## src/rtl/sevenseg_scan_ctrl_if.sv

```systemverilog
// Register access bus for the seven-segment scan controller: single-cycle
// write strobe plus a combinational read port.
interface sevenseg_scan_ctrl_if;
   logic        wr_en;
   logic        wr_sel;
   logic [31:0] wr_data;
   logic        rd_sel;
   logic [31:0] rd_data;

   modport master (
      output wr_en, wr_sel, wr_data, rd_sel,
      input  rd_data
   );

   modport slave (
      input  wr_en, wr_sel, wr_data, rd_sel,
      output rd_data
   );
endinterface

```

## src/rtl/sevenseg_scan_ctrl.sv

```systemverilog
// Time-multiplexed scan controller for common-anode seven-segment digits,
// sharing one external hex decoder across all digit slots.
module sevenseg_scan_ctrl #(
   parameter int NUM_DIGITS   = 4,
   parameter int DIGIT_CYCLES = 50000,
   parameter int BLANK_CYCLES = 500
) (
   input  logic                  clk,
   input  logic                  rst_n,
   sevenseg_scan_ctrl_if.slave   bus,
   output logic [3:0]            dec_bin,
   input  logic [6:0]            dec_seg,
   output logic [NUM_DIGITS-1:0] an_n,
   output logic [6:0]            seg_n,
   output logic [2:0]            digit_idx
);

   localparam int DW   = 4 * NUM_DIGITS;
   localparam int CTW  = NUM_DIGITS + 1;
   localparam int CNTW = $clog2(DIGIT_CYCLES);

   localparam logic [CNTW-1:0] BLANK_LAST = CNTW'(BLANK_CYCLES - 1);
   localparam logic [CNTW-1:0] DIGIT_LAST = CNTW'(DIGIT_CYCLES - 1);
   localparam logic [2:0]      IDX_LAST   = 3'(NUM_DIGITS - 1);

   typedef enum logic [1:0] {
      ST_IDLE  = 2'd0,
      ST_BLANK = 2'd1,
      ST_DRIVE = 2'd2
   } state_e;

   logic [DW-1:0]         data_q,  data_d;
   logic [CTW-1:0]        ctrl_q,  ctrl_d;
   state_e                state_q, state_d;
   logic [CNTW-1:0]       cnt_q,   cnt_d;
   logic [2:0]            idx_q,   idx_d;
   logic [NUM_DIGITS-1:0] an_n_q,  an_n_d;
   logic [6:0]            seg_n_q, seg_n_d;

   logic [NUM_DIGITS-1:0] onehot_s;
   logic                  mask_s;

   // Register writes; ignored upper bits simply fall off the slice.
   always_comb begin
      data_d = data_q;
      ctrl_d = ctrl_q;
      if (bus.wr_en) begin
         if (bus.wr_sel) begin
            ctrl_d = bus.wr_data[CTW-1:0];
         end else begin
            data_d = bus.wr_data[DW-1:0];
         end
      end else begin
         data_d = data_q;
      end
   end

   // Register readback, zero-extended.
   always_comb begin
      if (bus.rd_sel) begin
         bus.rd_data = 32'(ctrl_q);
      end else begin
         bus.rd_data = 32'(data_q);
      end
   end

   // Slot sequencer: blank phase then drive phase per digit, restart on disable.
   always_comb begin
      state_d = state_q;
      cnt_d   = cnt_q;
      idx_d   = idx_q;
      if (!ctrl_q[0]) begin
         state_d = ST_IDLE;
         cnt_d   = '0;
         idx_d   = 3'd0;
      end else begin
         case (state_q)
            ST_IDLE: begin
               state_d = ST_BLANK;
               cnt_d   = '0;
               idx_d   = 3'd0;
            end
            ST_BLANK: begin
               cnt_d = cnt_q + CNTW'(1);
               if (cnt_q == BLANK_LAST) begin
                  state_d = ST_DRIVE;
               end else begin
                  state_d = ST_BLANK;
               end
            end
            ST_DRIVE: begin
               if (cnt_q == DIGIT_LAST) begin
                  state_d = ST_BLANK;
                  cnt_d   = '0;
                  idx_d   = (idx_q == IDX_LAST) ? 3'd0 : idx_q + 3'd1;
               end else begin
                  cnt_d = cnt_q + CNTW'(1);
               end
            end
            default: begin
               state_d = ST_IDLE;
               cnt_d   = '0;
               idx_d   = 3'd0;
            end
         endcase
      end
   end

   // Current-digit selection: nibble to the shared decoder, anode, mask bit.
   always_comb begin
      dec_bin  = 4'd0;
      mask_s   = 1'b0;
      onehot_s = '0;
      for (int i = 0; i < NUM_DIGITS; i++) begin
         if (idx_q == 3'(i)) begin
            dec_bin     = data_q[4*i +: 4];
            mask_s      = ctrl_q[i+1];
            onehot_s[i] = 1'b1;
         end else begin
            onehot_s[i] = 1'b0;
         end
      end
   end

   // Output drive: lit only in the drive phase of an enabled digit.
   always_comb begin
      an_n_d  = '1;
      seg_n_d = 7'h7F;
      if ((state_q == ST_DRIVE) && mask_s) begin
         an_n_d  = ~onehot_s;
         seg_n_d = dec_seg;
      end else begin
         an_n_d  = '1;
         seg_n_d = 7'h7F;
      end
   end

   // State, registers and registered display outputs.
   always_ff @(posedge clk or negedge rst_n) begin
      if (!rst_n) begin
         data_q  <= '0;
         ctrl_q  <= '0;
         state_q <= ST_IDLE;
         cnt_q   <= '0;
         idx_q   <= 3'd0;
         an_n_q  <= '1;
         seg_n_q <= 7'h7F;
      end else begin
         data_q  <= data_d;
         ctrl_q  <= ctrl_d;
         state_q <= state_d;
         cnt_q   <= cnt_d;
         idx_q   <= idx_d;
         an_n_q  <= an_n_d;
         seg_n_q <= seg_n_d;
      end
   end

   assign an_n      = an_n_q;
   assign seg_n     = seg_n_q;
   assign digit_idx = idx_q;

endmodule

```

## src/flat_wrapper.sv

```systemverilog
// flat-port wrapper written by rule: the top's interface ports become plain ports
module sevenseg_scan_ctrl_flat 
#(
   parameter int NUM_DIGITS   = 4,
   parameter int DIGIT_CYCLES = 50000,
   parameter int BLANK_CYCLES = 500
)
  (clk, rst_n, dec_bin, dec_seg, an_n, seg_n, digit_idx, bus_wr_en, bus_wr_sel, bus_wr_data, bus_rd_sel, bus_rd_data);
  sevenseg_scan_ctrl_if bus_i ();
  input  logic clk;
  input  logic rst_n;
  output logic [3:0] dec_bin;
  input  logic [6:0] dec_seg;
  output logic [NUM_DIGITS-1:0] an_n;
  output logic [6:0] seg_n;
  output logic [2:0] digit_idx;
  input wire logic [$bits(bus_i.wr_en)-1:0] bus_wr_en;
  input wire logic [$bits(bus_i.wr_sel)-1:0] bus_wr_sel;
  input wire logic [$bits(bus_i.wr_data)-1:0] bus_wr_data;
  input wire logic [$bits(bus_i.rd_sel)-1:0] bus_rd_sel;
  output wire logic [$bits(bus_i.rd_data)-1:0] bus_rd_data;
  assign bus_i.wr_en = bus_wr_en;
  assign bus_i.wr_sel = bus_wr_sel;
  assign bus_i.wr_data = bus_wr_data;
  assign bus_i.rd_sel = bus_rd_sel;
  assign bus_rd_data = bus_i.rd_data;
  sevenseg_scan_ctrl #(.NUM_DIGITS(NUM_DIGITS), .DIGIT_CYCLES(DIGIT_CYCLES), .BLANK_CYCLES(BLANK_CYCLES)) u_core (.clk(clk), .rst_n(rst_n), .bus(bus_i), .dec_bin(dec_bin), .dec_seg(dec_seg), .an_n(an_n), .seg_n(seg_n), .digit_idx(digit_idx));
endmodule
```

## config.mk

```make
export PLATFORM = sky130hd
export DESIGN_NAME = sevenseg_scan_ctrl_flat
export DESIGN_NICKNAME = d
export VERILOG_FILES = /design/src/rtl/sevenseg_scan_ctrl_if.sv /design/src/rtl/sevenseg_scan_ctrl.sv /design/src/flat_wrapper.sv
export SDC_FILE = /design/constraint.sdc
export NUM_CORES = 1
export LEC_CHECK = 0
export ABC_AREA = 1
export CORE_MARGIN = 4
export CORE_UTILIZATION = 47
export DETAILED_ROUTE_END_ITERATION = 6
export PLACE_DENSITY = 0.9
export SLEW_MARGIN = 20
export SYNTH_ARGS = -nofsm -noshare
export SYNTH_HDL_FRONTEND = slang
export SYNTH_SLANG_ARGS = --single-unit
```

## constraint.sdc

```tcl
create_clock -name clk -period 2 [get_ports clk]
set_clock_uncertainty 0.15 [all_clocks]
set_input_delay 0.6 -clock clk [delete_from_list [all_inputs] [get_ports clk]]
set_output_delay 0.6 -clock clk [all_outputs]
set_load 0.005 [all_outputs]
```

### After elaboration in Yosys (flattened, before gate mapping)

Cells that the tools add are included.

| cells by class | value |
|---|---|
| add/sub/neg operators | 2 |
| eq/ne operators | 9 |
| mux-type cells | 26 |
| bitwise logic cells | 2 |
| reductions and logical operators | 6 |

Operators by type and width:

| cell | number |
|---|---|
| 2-to-1 mux 16 bit | 3 |
| case mux 16 bit (2 select lines) | 1 |
| 2-to-1 mux 4 bit | 5 |
| adder 16 x 1 -> 16 bit (second input constant) | 1 |
| equality test 16 bit (second input constant) | 1 |
| equality test 16 x 9 -> 1 bit (second input constant) | 1 |
| 2-to-1 mux 3 bit | 3 |
| 2-to-1 mux 1 bit | 8 |
| 2-to-1 mux 7 bit | 1 |
| equality test 3 x 2 -> 1 bit (second input constant) | 2 |
| 2-to-1 mux 2 bit | 3 |
| case mux 2 bit (3 select lines) | 1 |
| case mux 3 bit (2 select lines) | 1 |
| AND reduction 2 bit | 3 |
| inverter 4 bit | 1 |
| adder 3 x 1 -> 3 bit (second input constant) | 1 |
| equality test 3 x 1 -> 1 bit (second input constant) | 1 |
| logical NOT 3 bit | 1 |
| inequality test 3 bit (second input constant) | 1 |
| equality test 2 x 1 -> 1 bit (second input constant) | 1 |
| equality test 2 bit (second input constant) | 1 |
| logical NOT 2 bit | 1 |
| inequality test 2 bit (second input constant) | 1 |
| logical AND 1 bit | 1 |
| inverter 1 bit | 1 |

| storage, ports and cells | value |
|---|---|
| flip-flop bits (word level) | 53 |
| bits of input ports | 44 |
| word-level logic and storage cells | 52 |

### Logic depth before layout (Yosys ltp)

| depth | value |
|---|---|
| depth after elaboration | 7 |
| mapped depth | 10 |

### Least setup slack after synthesis

OpenSTA, ideal clock, no wires.

| timing path | value |
|---|---|
| path kind | register to output |
| start point | register u_core.idx_q[0] (netlist: u_core.digit_idx[0]) |
| end point | output dec_bin[0] |
| arrival | 1.204 ns |
| setup slack | 0.046 ns |
| cell stages (with the launch flop) | 9 |
| buffers on the path | 0 |
| path through | dfrtp_1 -> inv_1 -> ha_1 -> inv_1 -> nor2_1 -> nand2_1 -> o22ai_1 -> a21oi_1 -> nor2_1 |

| on the way | value |
|---|---|
| word-level cells in the longest chain between the ends | 5 |
| elaborated cells on any way between the ends | 8 |
| classes of those cells | 3 x eq/ne; 4 x mux; 1 x reduce/logical |

Ends and longest elaborated chain:

| what | line | text |
|---|---|---|
| start: declaration | sevenseg_scan_ctrl.sv:36 | `logic [2:0] idx_q, idx_d;` |
| start signal: assignment | sevenseg_scan_ctrl.sv:153 | `idx_q <= idx_d;` |
| logical NOT 3 bit | sevenseg_scan_ctrl.sv:115 | `if (idx_q == 3'(i)) begin` |
| 2-to-1 mux 4 bit (3 in series) | sevenseg_scan_ctrl.sv:115 |  |
| 2-to-1 mux 4 bit (*) | sevenseg_scan_ctrl.sv:115 |  |
| end: declaration | flat_wrapper.sv:12 | `output logic [3:0] dec_bin;` |

Every way passes the cells marked *; elsewhere a longest branch is shown, timed or not.

### Final worst setup path

| timing path | value |
|---|---|
| start point | register u_core.idx_q[0] (netlist: u_core.digit_idx[0]) |
| end point | output dec_bin[2] |

Same word-level chain as after synthesis.

==> results.tsv <==
stage	metric	value	unit
run_status	status	complete, but fails checks	
run_status	failing checks	negative setup slack	
setup_path	Critical Path Source Type	register	
final_layout	cell area after layout	0.00417	mm^2
placement	# placed instances	530	
setup_path	WP data arrival	1.76	ns
synth	sequential-to-total area share from yosys stat	0.458	
synth	Yosys cell types	29	
floorplanning	row cnt	28	
power	Power Dens Cells	542	mW/mm^2
placement	GPL Wtd Cong	0.909	
synth	Gate Count Post-Synth	377	
final_layout	Area Overhead vs Synth	42.4	%
drt	Pre-antenna DRT Iters	5	
sta	Final Max Tran Viols	0	
cts	Clock Path Buffers	2	
sta	worst hold slack	0.125	ns
synth	Synth top area share	0.359	
sta	Final Hold Viols	0	
synth	Syn Area/Cell	7.77	um^2
global_routing	vias in the first global route	2977	
drt	Top Layer Used	met4	
power	VDD IR-drop max	0.347	mV
setup_path	Worst Reg-to-Reg Cells	11	
drt	DRT antenna net count	0	
global_routing	first-pass GRT wire length	13400	um
global_routing	grt ovf	0	
setup_path	Crit Path Category	reg2out	
final_layout	commonest non-fill, non-tap cell in the layout	nand2_1	
drt	DRC violations left	0	
final_layout	Sequential cell area	0.00134	mm^2
cts	latest clock arrival within the worst-skew pair	0.31	ns
floorplanning	Die Footprint	0.00756	mm^2
drt	overall via count from detail_route	2874	
synth	Post-Syn Area	0.00293	mm^2
setup_path	CP max FO	3	
global_routing	largest net degree at the start of global routing	54	
synth	cell taking the most area after synthesis	dfrtp_1	
placement	placed inst area	0.00376	mm^2
placement	port bufs	61	
cts	total CTS buffers	5	
global_routing	gr usage total	0.225	
drt	final WL	8340	um
placement	HPWL Detailed	5340	um
drt	routed vias/inst	5.14	
synth	Seq cells post-synth	53	
sta	RSZ-0062 raised after global routing	true	
min_path	Hold Crit Class	in2async	
cts	clk slew on worst S/H paths	0.10	ns
flow_run	total of max-cap violations	0	
drt	DR WL met3	510	um
floorplanning	Starting Density	0.489	
final_layout	# nets final	536	
final_layout	Fillers	431	
global_routing	initial antenna violation count	0	
drt	met2 WL post-DR	4330	um
synth	synth warn	0	
floorplanning	# IOs	94	
final_layout	n_diodes	0	
power	leakage power	0.00199	uW
setup_path	CP Capture Type	output port	
final_layout	Multi-input gate area	0.00145	mm^2
cts	CTS tree	done	
final_layout	share of cells above drive strength 1	0.264	
cts	hold buffers post-CTS	0	
final_layout	final cell count without fillers	559	
cts	htree depth	2	
sta	endpoints failing setup	4	
sta	fmax	398	MHz
final_layout	most frequent cells in the layout	nand2_1, nor2_1, inv_1	
setup_path	CP required	1.25	ns
cts	CTS root buffer	clkbuf_8	
sta	crit path setup slack, layout	-0.514	ns
floorplanning	die width	86.9	um
final_layout	Core Util, Final	0.696	
sta	final period utilization	1.26	
floorplanning	Die Y	86.9	um
floorplanning	Core Region	0.00599	mm^2
sta	crit path time final	2.51	ns
cts	clock sink total	53	
drt	WL met1	3290	um
drt	WL/cell	14.9	um
synth	Synth area leaders	dfrtp_1, nand2_1, dfstp_2	
drt	DRC violation total after the first TritonRoute iteration	289	
## cell type report
type	count	share of cell area
multi-input cells	260	0.347
repair buffers	108	0.236
flip-flops and latches	53	0.322
clock buffers	7	0.0207
well taps	75	0.0225
clock inverters	1	0.00150
inverters	55	0.0501
## per-stage QoR
stage                     worst slack (ns)  total power (uW)  setup TNS, ns
after detailed placement            -0.702              1610         -12.20
final                               -0.514              2260          -1.97
after floorplan                     0.0463              1370              0
after global placement              -0.663              1590         -11.88
after CTS                           -0.541              2240          -1.95
after global routing                -0.587              2360          -2.24
## path summary, 6_finish.rpt
path,start,to,slack (ns)
setup reg to reg,u_core.digit_idx[0],u_core.an_n[1],0.07
setup / recovery,u_core.digit_idx[0],dec_bin[2],-0.51
hold / removal,rst_n,u_core.digit_idx[2],0.12
max in group asynchronous,rst_n,u_core.seg_n[4],1.29
min in group clk,u_core.cnt_q[0],u_core.cnt_q[0],0.32
hold reg to reg,u_core.cnt_q[0],u_core.cnt_q[0],0.32
## Yosys cell counts
library cell,n
a21oi_1,16
buf_1,1
buf_2,1
buf_4,16
buf_6,1
clkbuf_1,5
conb_1,1
dfrtp_1,42
dfstp_2,11
ha_1,9
inv_1,54
inv_2,1
nand2_1,78
nand2_2,5
nand3_1,13
nand3_2,1
nand3_4,1
nand3b_1,9
nand4_1,4
nor2_1,66
nor2_4,1
nor3_1,4
nor3_2,1
nor3_4,1
o21ai_0,22
o21bai_1,2
o22ai_1,4
xnor2_1,2
xor2_1,5
## logic make-up (layout without fill, tap and decap cells)
family / Yosys count / count (layout) / synth area share
and+or+nand+nor: 184 / 184 / 0.278
buffers and inverters: 79 / 171 / 0.125
DFF: 53 / 53 / 0.458
AOI/OAI and AO/OA: 44 / 44 / 0.0786
adders and majority gates: 9 / 9 / 0.0385
xor gates and xnor gates: 7 / 7 / 0.0209
other: 1 / 16 / 0.00128
## flip-flops by register name, summed over array words and instances, names as in the netlist
name              flops
u_core.digit_idx      3
u_core.data_q        16
u_core.cnt_q         16
u_core.seg_n          7
u_core.state_q        2
u_core.an_n           4
u_core.ctrl_q         5
## worst max-delay path, stage by stage, from the launching register on
cell,delay (ns)
dfrtp_2,0.46
inv_2,0.09
ha_4,0.13
inv_2,0.04
nor2_4,0.10
nand2_4,0.07
buf_6,0.13
o22ai_4,0.11
a21oi_2,0.07
nor2_1,0.12
buf_2,0.13
## where the power goes
group / total [uW] / switching (uW) / internal [uW]
clock: 641 / 358 / 284
sequential: 1170 / 37.5 / 1130
combinational: 451 / 236 / 215
total: 2260 / 632 / 1630
## timing repair
item / CTS / global route
setup buffers: 12 / 9
resized for setup: 111 / 39
pin swaps: 12 / 8
endpoints found under the setup margin: 34 / 30
gates cloned: 1 / 0
## layer usage
metal,track usage,vias up
met5,0,-
met4,0.0807,0
met3,0.0397,23
met2,0.400,132
met1,0.271,1371
li1,-,1348
Note: power is estimated with default switching activity, not from simulation.
